File: config.mk
export PLATFORM = sky130hd
export DESIGN_NAME = fetch_ifid_stage
export DESIGN_NICKNAME = d
export VERILOG_FILES = /design/src/rtl/fetch_ifid_stage_pkg.sv /design/src/rtl/fetch_ifid_stage_load_use_detect.sv /design/src/rtl/fetch_ifid_stage.sv
export SDC_FILE = /design/constraint.sdc
export NUM_CORES = 1
export LEC_CHECK = 0
export CAP_MARGIN = 20
export CORE_ASPECT_RATIO = 0.7
export CORE_MARGIN = 2
export CORE_UTILIZATION = 41
export DETAILED_ROUTE_END_ITERATION = 10
export PLACE_DENSITY = 0.78
export SLEW_MARGIN = 25
export SYNTH_ARGS = -nofsm -noshare
export SYNTH_HDL_FRONTEND = slang
export SYNTH_SLANG_ARGS = --single-unit
File: constraint.sdc
create_clock -name clk -period 2.1 [get_ports clk]
set_input_delay 0.21 -clock clk [delete_from_list [all_inputs] [get_ports clk]]
set_output_delay 0.21 -clock clk [all_outputs]
set_load 0.01 [all_outputs]
File: src/rtl/fetch_ifid_stage_pkg.sv
// fetch_ifid_stage_pkg: shared widths, fetch FSM states and the halt opcode for the fetch stage.
package fetch_ifid_stage_pkg;
    localparam int ADDRESS_LEN     = 9;
    localparam int INSTRUCTION_LEN = 16;
    localparam int WORD_LEN        = 16;
    localparam logic [3:0] OPCODE_HALT = 4'hF;
    typedef enum logic {RUN = 1'b0, HALT = 1'b1} fetch_state_t;
endpackage

File: src/rtl/fetch_ifid_stage_load_use_detect.sv
// load_use_detect: flags a load in EX whose destination is read by the instruction in ID.
module load_use_detect (
    input  logic       pr1_valid_i,
    input  logic       pr2_mem_read_i,
    input  logic [2:0] pr2_dst_i,
    input  logic [2:0] id_src1_i,
    input  logic [2:0] id_src2_i,
    input  logic       id_src2_used_i,
    output logic       load_use_o
);
    always_comb begin
        load_use_o = pr1_valid_i & pr2_mem_read_i &
                     ((pr2_dst_i == id_src1_i) | (id_src2_used_i & (pr2_dst_i == id_src2_i)));
    end
endmodule

File: src/rtl/fetch_ifid_stage.sv
// fetch_ifid_stage: PC, instruction fetch and IF/ID register with load-use stall, redirect and halt.
module fetch_ifid_stage
    import fetch_ifid_stage_pkg::*;
#(
    parameter logic [ADDRESS_LEN-1:0] RESET_PC    = '0,
    parameter logic [3:0]             HALT_OPCODE = OPCODE_HALT
) (
    input  logic                       clk,
    input  logic                       rst,
    output logic [ADDRESS_LEN-1:0]     imem_addr,
    input  logic [INSTRUCTION_LEN-1:0] imem_rdata,
    input  logic                       br_taken,
    input  logic [ADDRESS_LEN-1:0]     br_target,
    input  logic [2:0]                 id_src1,
    input  logic [2:0]                 id_src2,
    input  logic                       id_src2_used,
    input  logic                       PR2_MEM_read,
    input  logic [2:0]                 PR2_dst,
    output logic [INSTRUCTION_LEN-1:0] PR1_instruction,
    output logic [ADDRESS_LEN-1:0]     PR1_PC_plus_one,
    output logic                       PR1_valid,
    output logic                       flush_id_ex,
    output logic                       halted
);
    logic [ADDRESS_LEN-1:0]     pc_q, pc_d, ppo_q, ppo_d, pc_inc;
    logic [INSTRUCTION_LEN-1:0] ir_q, ir_d;
    logic                       valid_q, valid_d, load_use;
    fetch_state_t               state_q, state_d;

    load_use_detect u_lud (
        .pr1_valid_i    (valid_q),
        .pr2_mem_read_i (PR2_MEM_read),
        .pr2_dst_i      (PR2_dst),
        .id_src1_i      (id_src1),
        .id_src2_i      (id_src2),
        .id_src2_used_i (id_src2_used),
        .load_use_o     (load_use)
    );

    assign imem_addr       = pc_q;
    assign pc_inc          = pc_q + 1'b1;
    assign PR1_instruction = ir_q;
    assign PR1_PC_plus_one = ppo_q;
    assign PR1_valid       = valid_q;
    assign halted          = (state_q == HALT);
    assign flush_id_ex     = load_use & ~rst;

    // Stall beats redirect: the branch operands may depend on the stalled load.
    always_comb begin
        pc_d    = pc_q;
        ir_d    = ir_q;
        ppo_d   = ppo_q;
        valid_d = valid_q;
        state_d = state_q;
        if (load_use) begin
            pc_d = pc_q;
        end else if (br_taken) begin
            pc_d    = br_target;
            ir_d    = '0;
            valid_d = 1'b0;
            state_d = RUN;
        end else if (state_q == HALT) begin
            ir_d    = '0;
            valid_d = 1'b0;
        end else begin
            pc_d    = pc_inc;
            ir_d    = imem_rdata;
            ppo_d   = pc_inc;
            valid_d = 1'b1;
            state_d = (imem_rdata[INSTRUCTION_LEN-1 -: 4] == HALT_OPCODE) ? HALT : RUN;
        end
    end

    always_ff @(posedge clk) begin
        if (rst) begin
            pc_q    <= RESET_PC;
            ir_q    <= '0;
            ppo_q   <= '0;
            valid_q <= 1'b0;
            state_q <= RUN;
        end else begin
            pc_q    <= pc_d;
            ir_q    <= ir_d;
            ppo_q   <= ppo_d;
            valid_q <= valid_d;
            state_q <= state_d;
        end
    end
endmodule

==> impl_metrics.env <==
export IMPL_outcome="finished, final reports clean"
export IMPL_p_seq_share_pct=44.7
export IMPL_synth_nets=214
export IMPL_finalWirelength_microns=4689
export IMPL_grt_pass1_wl_microns=7734
export IMPL_power_leakage_nw=0.9776
export IMPL_synth_most_common_cell="dfxtp_1"
export IMPL_period_share_pct=97.16
export IMPL_end_kind="output port"
export IMPL_cp_data_required_time_ns=1.89
export IMPL_fin_ws_ns=0.05963
export IMPL_grt_pass1_vias=1608
export IMPL_layout_min_cycle_time_ns=2.040
export IMPL_p_per_area_nw_per_um2=642.8
export IMPL_antenna_cells=0
export IMPL_finalHoldViolCount=0
export IMPL_grt_overflow=0
export IMPL_initial_core_util_pct=42.93
export IMPL_antenna_left=0
export IMPL_clockRootBuffer="clkbuf_8"
export IMPL_cts_tree="yes"
export IMPL_clkPwrFrac_pct=35.5
export IMPL_placedCellCount=303
export IMPL_combPwrFrac_pct=19.8
export IMPL_finalSetupViolations=0
export IMPL_finClkSkew_ns=0.003765
export IMPL_synthTopCellsByArea="dfxtp_1 (43%), a22o_1 (8.3%), xnor2_1 (3.6%), a31oi_1 (3.3%), a211oi_1 (3.1%)"
export IMPL_fmax_mhz=490.1
export IMPL_p_int_mw=1.287
export IMPL_dp_hpwl_microns=3376
export IMPL_final_max_slew_viol_count=0
export IMPL_rows=19
export IMPL_synth_enable_flop_cells=0
export IMPL_start_kind="primary input"
export IMPL_drc=0
export IMPL_num_vias=1725
export IMPL_seq_area_frac_synth_pct=42.79
export IMPL_layout_drive_gt1_share_pct=11.97
export IMPL_switchingPower_mw=0.4281
export IMPL_place_congestion=0.8063
export IMPL_path_class="primary input to output port"
export IMPL_relSlewSlack_pct=58.72
export IMPL_dr_pass1_iters=5
export IMPL_pre_cts_slack_ns=-0.2621
export IMPL_viasPerCell=5.547
export IMPL_insertion_delay_ns=0.30
export IMPL_pin_count=76
export IMPL_swShare_pct=24.96
export IMPL_final_area_sq_um=2669
export IMPL_dieWidth_microns=80.60
export IMPL_ys_types=42
export IMPL_whs_ns=0.4642
export IMPL_async_reset_ff_share_pct=0
export IMPL_synth_common_cells="dfxtp_1 (36), a22o_1 (16), a31oi_1 (9), clkbuf_1 (9)"
export IMPL_htreeDepth=2
export IMPL_synthFlopType="dfxtp_1"
export IMPL_netlist_top_cell_by_area="dfxtp_1"
export IMPL_cts_sinks=36
export IMPL_drtIter0Drc=111
export IMPL_fin_tns_setup_ns=0
export IMPL_finalNetCount=298
export IMPL_path_max_fanout=2
export IMPL_place_area_sq_um=2559
export IMPL_vdd_drop_max_uv=329.1
export IMPL_grt_max_degree=17
export IMPL_worstMarginPinSlew_ns=0.6158
export IMPL_hold_path_class="flip-flop to flip-flop"
export IMPL_die_area_sq_um=4644
export IMPL_maxCapViolations=0
export IMPL_critPathArrivalTime_ns=1.83
export IMPL_cts_buffers_inserted=5
export IMPL_cts_reportedPaths_clkPinSlew_ns=0.07
export IMPL_syn_to_final_growth_pct=58.47
export IMPL_netlist_area_sq_um=1684
export IMPL_rsz0062_at_grt="no"
export IMPL_coreArea_sq_um=3923
export IMPL_synth_top_area_share_pct=42.79
export IMPL_ys_warn_count=0
export IMPL_synth_avg_cell_area_sq_um=9.679
export IMPL_cts_buffer_depth=2
export IMPL_track_usage_pct=21.91
export IMPL_synth_seq_cells=36
export IMPL_netlist_instances=174
export IMPL_io_buffer_count=75
export IMPL_final_cells=311
export IMPL_grt_antenna_before_repair=0
export IMPL_rrSetupSlack_ns=0.44
export IMPL_die_height_microns=57.62
export IMPL_avgRoutedWirePerCell_microns=15.08
==> routing by layer <==
metal / track usage [%] / part of all wire (%) / vias to the layer above
li1: - / - / 854
met2: 31.79 / 43 / 49
met5: 0 / 0 / -
met1: 30.84 / 50 / 817
met3: 6.386 / 5.1 / 5
met4: 8.717 / 1.5 / 0
==> power by group through the flow <==
stage                     combinational [mW]  sequential, mW  clock, mW
after floorplan                        0.124           0.789          0
after global placement                 0.335           0.780          0
after detailed placement               0.338           0.781          0
after CTS                              0.341           0.766      0.622
after global routing                   0.369           0.773      0.653
final                                  0.340           0.767      0.608
==> critical path: stages <==
cell and delay, ns:
clkdlybuf4s50_1 0.44, xor2_1 0.17, or4_4 0.57, a21oi_4 0.15, dlygate4sd2_1 0.29
==> kinds of logic (layout without fill, tap and decap cells) <==
kind of cell    Yosys count  count (layout)  share of synthesized area (%)
xor+xnor                 11              11                          5.721
flops                    36              36                          42.79
buf+inv                  17             102                          5.275
compound gates           64              64                          29.35
fa+ha+maj                 1               1                         0.7428
mux                       3               3                          1.857
simple gates             42              42                          14.27
==> area by class of cell <==
class,instances,area [sq um]
repair buffers,92,889.6
well taps,52,65.06
flip-flops and latches,36,720.7
fillers,327,1254
inverters,2,7.507
clock buffers,6,72.57
clock inverters,2,35.03
multi-input cells,121,878.3
==> stage by stage <==
stage / total power, mW / util [%]
after floorplan: 0.9130 / -
after global placement: 1.115 / 65.23
after detailed placement: 1.119 / 65.23
after CTS: 1.728 / 68.04
after global routing: 1.795 / 68.04
final: 1.715 / 68.04
==> cell usage in the layout (no fill, tap or decap), types with 3 or more instances in the layout <==
cell type,n
clkdlybuf4s50_1,74
dfxtp_1,36
a22o_1,16
buf_4,16
a31oi_1,9
nand2_1,7
xnor2_1,7
a211oi_1,7
a21oi_1,6
o311ai_0,6
nand3_1,5
nor3_1,5
nor2_1,5
clkbuf_8,5
xor2_1,4
o31ai_1,4
o21ai_0,4
nand4_1,3
nor4_1,3
nand2b_1,3
==> state kept, by name, indices dropped and copies added, names as in the netlist <==
| register | flops |
|---|---|
| PR1_PC_plus_one | 9 |
| PR1_instruction | 16 |
| PR1_valid | 1 |
| halted | 1 |
| imem_addr | 9 |
==> final timing paths <==
check,from,end,cells after the start
setup / recovery,PR2_dst[2],flush_id_ex,5
hold / removal,PR1_PC_plus_one[6]$_SDFFE_PP0P_,PR1_PC_plus_one[6]$_SDFFE_PP0P_,2
setup reg to reg,imem_addr[0]$_SDFFE_PP0P_,imem_addr[6]$_SDFFE_PP0P_,5
hold reg to reg,PR1_PC_plus_one[6]$_SDFFE_PP0P_,PR1_PC_plus_one[6]$_SDFFE_PP0P_,2
==> timing repair <==
| action | CTS | global route |
|---|---|---|
| setup endpoints to repair | 1 | 0 |
| buffers inserted | 0 | 0 |
| gates resized for setup | 2 | 0 |
| endpoints found under the hold margin | 0 | 0 |
| hold buffers | 0 | 0 |
Note: power is estimated with default switching activity, not from simulation.
